[src/rtl/trace_cache_sim_pkg.sv]
// Shared definitions for the trace cache model: FSM encodings and statistics
// counter width / saturation value.
package trace_cache_sim_pkg;

   typedef enum logic [1:0] {
      S_IDLE   = 2'd0,
      S_LOOKUP = 2'd1,
      S_FILL   = 2'd2,
      S_RESP   = 2'd3
   } state_t;

   localparam int              CNT_W   = 32;
   localparam logic [CNT_W-1:0] CNT_SAT = 32'hFFFF_FFFF;

endpackage

[src/rtl/trace_cache_sim_tag_array.sv]
// Valid + tag storage for the direct-mapped cache model. One combinational
// read port, one write port, and a synchronous clear of every valid bit.
module cache_tag_array
   import trace_cache_sim_pkg::*;
#(
   parameter int IDX_W = 6,
   parameter int TAG_W = 22
) (
   input  logic             clk,
   input  logic             clr,
   input  logic [IDX_W-1:0] rd_idx,
   output logic             rd_valid,
   output logic [TAG_W-1:0] rd_tag,
   input  logic             we,
   input  logic [IDX_W-1:0] wr_idx,
   input  logic [TAG_W-1:0] wr_tag
);

   localparam int LINES = 1 << IDX_W;

   logic [LINES-1:0] valid_q;
   logic [TAG_W-1:0] tag_mem [LINES];

   // Valid bits: clear-all has priority over a line write.
   always_ff @(posedge clk) begin
      if (clr)
         valid_q <= '0;
      else if (we)
         valid_q[wr_idx] <= 1'b1;
   end

   // Tag storage is plain data; only meaningful where the valid bit is set.
   always_ff @(posedge clk) begin
      if (we)
         tag_mem[wr_idx] <= wr_tag;
   end

   assign rd_valid = valid_q[rd_idx];
   assign rd_tag   = tag_mem[rd_idx];

endmodule

[src/rtl/trace_cache_sim.sv]
// Direct-mapped cache tag model watching a CPU address stream. Classifies
// each accepted address as hit or miss, models the miss penalty and keeps
// saturating hit/miss statistics.
module trace_cache_sim
   import trace_cache_sim_pkg::*;
#(
   parameter int ADDR_W       = 32,
   parameter int CACHE_BYTES  = 1024,
   parameter int BLOCK_BYTES  = 16,
   parameter int MISS_PENALTY = 4
) (
   input  logic              clk_i,
   input  logic              rst_i,
   input  logic              req_valid_i,
   output logic              req_ready_o,
   input  logic [ADDR_W-1:0] req_addr_i,
   input  logic              flush_i,
   output logic              rsp_valid_o,
   output logic              rsp_hit_o,
   output logic [ADDR_W-1:0] rsp_addr_o,
   output logic [CNT_W-1:0]  hit_cnt_o,
   output logic [CNT_W-1:0]  miss_cnt_o
);

   localparam int OFF_W = $clog2(BLOCK_BYTES);
   localparam int IDX_W = $clog2(CACHE_BYTES / BLOCK_BYTES);
   localparam int TAG_W = ADDR_W - IDX_W - OFF_W;
   localparam int PEN_W = (MISS_PENALTY > 1) ? $clog2(MISS_PENALTY) : 1;
   localparam logic [PEN_W-1:0] PEN_LOAD = PEN_W'(MISS_PENALTY - 1);

   state_t             state_q, state_d;
   logic [ADDR_W-1:0]  addr_q;
   logic [PEN_W-1:0]   pen_q;
   logic               rd_valid;
   logic [TAG_W-1:0]   rd_tag;
   logic               lookup_hit;
   logic               fill_done;
   logic               tag_clr;
   logic               tag_we;
   logic [IDX_W-1:0]   idx;
   logic [TAG_W-1:0]   tag;

   function automatic logic [CNT_W-1:0] sat_inc(input logic [CNT_W-1:0] v);
      return (v == CNT_SAT) ? v : v + CNT_W'(1);
   endfunction

   assign idx         = addr_q[OFF_W +: IDX_W];
   assign tag         = addr_q[ADDR_W-1 -: TAG_W];
   assign lookup_hit  = rd_valid && (rd_tag == tag);
   assign fill_done   = (state_q == S_FILL) && (pen_q == '0);
   assign req_ready_o = (state_q == S_IDLE) && !flush_i;
   assign rsp_valid_o = (state_q == S_RESP);
   // Reset must not let an aborted fill land in the array.
   assign tag_clr     = rst_i || ((state_q == S_IDLE) && flush_i);
   assign tag_we      = fill_done && !rst_i;

   cache_tag_array #(
      .IDX_W (IDX_W),
      .TAG_W (TAG_W)
   ) u_tags (
      .clk      (clk_i),
      .clr      (tag_clr),
      .rd_idx   (idx),
      .rd_valid (rd_valid),
      .rd_tag   (rd_tag),
      .we       (tag_we),
      .wr_idx   (idx),
      .wr_tag   (tag)
   );

   // State register.
   always_ff @(posedge clk_i) begin
      if (rst_i)
         state_q <= S_IDLE;
      else
         state_q <= state_d;
   end

   // Next-state logic.
   always_comb begin
      state_d = state_q;
      case (state_q)
         S_IDLE:   if (req_valid_i && req_ready_o) state_d = S_LOOKUP;
         S_LOOKUP: state_d = lookup_hit ? S_RESP : S_FILL;
         S_FILL:   if (pen_q == '0) state_d = S_RESP;
         S_RESP:   state_d = S_IDLE;
         default:  state_d = S_IDLE;
      endcase
   end

   // Address is captured only on the handshake edge.
   always_ff @(posedge clk_i) begin
      if ((state_q == S_IDLE) && req_valid_i && req_ready_o)
         addr_q <= req_addr_i;
   end

   // Miss penalty countdown: loaded leaving LOOKUP, runs down through FILL.
   always_ff @(posedge clk_i) begin
      if (state_q == S_LOOKUP)
         pen_q <= PEN_LOAD;
      else if ((state_q == S_FILL) && (pen_q != '0))
         pen_q <= pen_q - PEN_W'(1);
   end

   // Result fields are loaded on entry to RESP and held until the next one.
   always_ff @(posedge clk_i) begin
      if (rst_i) begin
         rsp_hit_o  <= 1'b0;
         rsp_addr_o <= '0;
      end else if ((state_q == S_LOOKUP) && lookup_hit) begin
         rsp_hit_o  <= 1'b1;
         rsp_addr_o <= addr_q;
      end else if (fill_done) begin
         rsp_hit_o  <= 1'b0;
         rsp_addr_o <= addr_q;
      end
   end

   // Saturating statistics, bumped once per response strobe.
   always_ff @(posedge clk_i) begin
      if (rst_i) begin
         hit_cnt_o  <= '0;
         miss_cnt_o <= '0;
      end else if (state_q == S_RESP) begin
         if (rsp_hit_o)
            hit_cnt_o <= sat_inc(hit_cnt_o);
         else
            miss_cnt_o <= sat_inc(miss_cnt_o);
      end
   end

endmodule

[config.mk]
export PLATFORM = sky130hd
export DESIGN_NAME = trace_cache_sim
export DESIGN_NICKNAME = d
export VERILOG_FILES = /design/src/rtl/trace_cache_sim_pkg.sv /design/src/rtl/trace_cache_sim_tag_array.sv /design/src/rtl/trace_cache_sim.sv
export SDC_FILE = /design/constraint.sdc
export NUM_CORES = 2
export LEC_CHECK = 0
export CORE_MARGIN = 5
export CORE_UTILIZATION = 49
export DETAILED_ROUTE_END_ITERATION = 8
export DONT_BUFFER_PORTS = 1
export PLACE_DENSITY = 0.62
export RECOVER_POWER = 25
export SLEW_MARGIN = 10
export SYNTH_ARGS = -nofsm -noshare
export SYNTH_HDL_FRONTEND = slang
export SYNTH_SLANG_ARGS = --single-unit
[constraint.sdc]
create_clock -name clk_i -period 3.9 [get_ports clk_i]
set_input_delay 0.78 -clock clk_i [delete_from_list [all_inputs] [get_ports clk_i]]
set_output_delay 0.78 -clock clk_i [all_outputs]
set_load 0.1 [all_outputs]
==> metrics <==
TritonCTS sink count around 1600; buffers from clock root to sink, at most 3; row count approximately 130; kind of critical path flip-flop to flip-flop; overall power after layout 43.81 mW; post-synthesis instance area about 63000 µm²; Die Area roughly 140000 µm²; last weighted congestion value of the routability-driven placer ~0.9; first-iteration detailed-routing DRC count approximately 5200; routed wirelength normalized by instance count between 30 and 40 µm; critical path capture point type flip-flop; cells taking the most area after synthesis edfxtp_1 (69%), mux4_2 (11%), dfxtp_1 (5.4%), mux2i_1 (2.9%), nor2_1 (1.0%); cell taking the most area after synthesis edfxtp_1; Max IR drop VDD a little under 0.5 mV; DP Wirelength 117.0 mm; pin slew with the least headroom to its limit 3.380 ns; part of the total power dissipated in the clock network 34.3%; final-stage net count around 3900; post-synthesis sequential element count 1611; total iterations of the first detailed-routing run 6; global route total overflow 0; Mapped Nets about 3300; Routed WL between 150 and 200 mm; P_int roughly 32 mW; proportion of power drawn by combinational gates 21.4%; endpoints failing setup 33; Mapped Cells around 3300; Synthesis Warnings 0; area after detailed placement a little under 70000 µm²; relative area change from synthesis to final layout 19.06%; highest-delay cell along the critical path or4_4; most used cell along the critical path buf_12; Pleak about 25 nW; total global routing track utilization ~28%; area of all placed cells without fillers 75030 µm²; clock-pin slew reported for the worst setup and hold paths after clock tree synthesis 0.07 ns; switching fraction of total power between 20 and 30%; number of unique standard cell types used by synthesis 76; core area 127700 µm²; CTS tree done; final cycle utilization of the critical path 104.4%; critical path data required time ~4.6 ns; number of antenna violations at the first check in global routing 10; proportion of power drawn by flip-flops and latches between 40 and 50%; Via Count about 36000; class of the most critical hold timing path primary input to flip-flop; share of synthesized area occupied by flip-flops and latches about three quarters; share of cells above drive strength 1 approximately a third; top-level port count between 100 and 150; kind of launch point of the worst setup path flip-flop; reported net switching power approximately 12 mW; max-slew headroom at the worst pin -125.4%; number of routed nets with antenna violations 0; max-capacitance violation count 13; achievable clock frequency around 0.25 GHz; Die X approximately 370 µm; Avg Vias per Cell about 6.4; source-to-sink clock delay at the later pin of the worst-skew pair a little under 0.8 ns; share of the synthesized area in the top cell type 68.62%; synthesized area per cell between 15 and 20 µm²; final core occ 58.76%; wire length of the first global-routing pass around 270 mm; Starting Density roughly half; final hold viol count 0; failing checks max-capacitance violations, max-slew violations, negative setup slack; cell family with most CP delay compound AO/OA/AOI/OAI gates; H-tree level count 4; crit-path cells buf_12, buf_12, buf_12, mux4_2, mux2_4, o21ai_4, xnor2_2, a31oi_1, o2111ai_2, or4_4, o31a_4, buf_12, mux2i_1; worst path arrival time roughly 4.8 ns; Min-Delay Startpoint rst_i; crit path max fanout 12; Cell Pwr Density around 580 nW/µm²; post-route DRC violation count 0; quantity of hold-fixing buffers added after cts 0; top flip-flop cell by instance count after synthesis edfxtp_1; number of global-route vias before repair roughly 35000; number of clock buffers inserted by TritonCTS 159; RSZ-0062 raised after global routing true; final critical-path setup slack -0.1726 ns; root buf cell clkbuf_16; number of buffers and inverters on the critical path 4; PortBufs 0; vertical extent of the die around 370 µm; count of flip-flops with a built-in enable after synthesis 1440; Synth async-reset ratio 0%; status complete, but fails checks; worst clock skew on the final layout between 0.03 and 0.04 ns; time the worst path needs with I/O delays and setup 4.073 ns; pins over their slew limit between 600 and 700; maximum number of pins on one net before global-route repair 135; max incr delay on CP roughly 0.58 ns
area by class of cell:
type	instances	area [µm²]
clock buffer	211	4424
sequential	1611	46680
multi-input combinational	1482	15940
tap	1662	2079
clock inverter	75	650.6
antenna	4	10.01
timing repair buffer	557	5184
fill	9226	52650
inverter	18	67.56
synthesized netlist by cell type (all sizes together), types with 3 or more instances:
cell type	number
a32o	4
dfxtp	171
xnor2	30
a2111oi	7
or3	7
mux2i	184
o21a	64
or3b	4
nand2	113
nor3	23
a22oi	56
and2	9
o211ai	5
nand2b	68
nand4	19
edfxtp	1440
nand3	57
ha	8
nor4	7
mux2	33
a221oi	20
a32oi	6
a21oi	26
mux4	312
nand3b	6
or2b	8
clkbuf	51
a211oi	8
and3	16
o22ai	27
nor2b	29
xor2	55
a22o	4
o21ai	25
buf	122
nor3b	4
o32ai	8
a311oi	4
a2111o	3
a31oi	15
and4	9
nor2	171
inv	17
o221ai	6
cells in the final DEF, fill, tap and decap left out, types with 64 or more instances in the layout:
| cell | count |
|---|---|
| dfxtp_1 | 165 |
| o21a_1 | 64 |
| nand2b_1 | 68 |
| mux2i_1 | 176 |
| nor2_1 | 104 |
| mux4_2 | 302 |
| buf_4 | 446 |
| edfxtp_1 | 1440 |
| nand2_1 | 112 |
| clkbuf_16 | 168 |
registers in the layout (all words and copies together) (netlist names), named ones only:
name and count:
pen_q 2, addr_q 32, rsp_hit_o 1, u_tags.tag_mem 1408, hit_cnt_o 32, u_tags.valid_q 64, state_q 2, miss_cnt_o 32
rsp_addr_o 32
metrics by stage:
stage	setup TNS (ns)	hold slack (ns)	worst slack [ns]	cells
4_1_cts	-0.6522	0.02702	-0.06711	5597
3_3_place_gp	-17.37	0.4429	-0.5297	5265
5_1_grt	-5.998	0.03295	-0.2136	5616
3_5_place_dp	-18.83	0.4531	-0.5898	5265
6_report	-4.761	0.08078	-0.1726	5620
2_1_floorplan	0	0.4352	0.1553	3284
per-layer routing:
metal | vias up | wire, µm | global-route usage, %
met5 | - | 27 | 0
met2 | 2361 | 88050 | 42.85
met1 | 18644 | 72410 | 38.86
met4 | 4 | 7433 | 10.01
li1 | 14399 | - | -
met3 | 338 | 21540 | 6.676
path summary, 6_finish.rpt:
| path | endpoint | slack (ns) | depth (start not counted) |
|---|---|---|---|
| max reg2reg | rsp_addr_o[14]$_SDFFE_PP0P_ | -0.17 | 13 |
| min reg2reg | u_tags.valid_q[48]$_SDFFE_PP0P_ | 0.46 | 1 |
| max | rsp_addr_o[14]$_SDFFE_PP0P_ | -0.17 | 13 |
| min | state_q[0]$_SDFFE_PP0P_ | 0.08 | 1 |
cells by family (layout without fill, tap and decap cells):
family                     count (synthesis)  count (layout)  synth area share (%)
other                                      0               4                     0
AOI/OAI and AO/OA                        304             304                 3.526
xor gates and xnor gates                  85              85                 1.181
buffers and inverters                    191             861                 1.997
and+or+nand+nor                          556             556                 4.340
DFF                                     1611            1611                 74.05
muxes                                    529             529                 14.75
adders and majority gates                  8               8                0.1588
power groups by stage:
stage               clock (mW)  sequential (mW)  combinational [mW]
finish                    15.0             19.4                9.36
global route              15.9             19.4                9.65
CTS                       15.2             19.4                9.01
detailed placement           0             19.8                8.18
global placement             0             19.8                8.09
floorplan                    0             19.9                4.30
what timing repair did:
action                                  in CTS  in global routing
gates resized for setup                    101                 69
endpoints found under the setup margin      34                 34
pin swaps                                    7                 17
buffers inserted                            40                 21
gates cloned                                 8                  1
endpoints found under the hold margin        0                  0
Note: power is estimated with default switching activity, not from simulation.
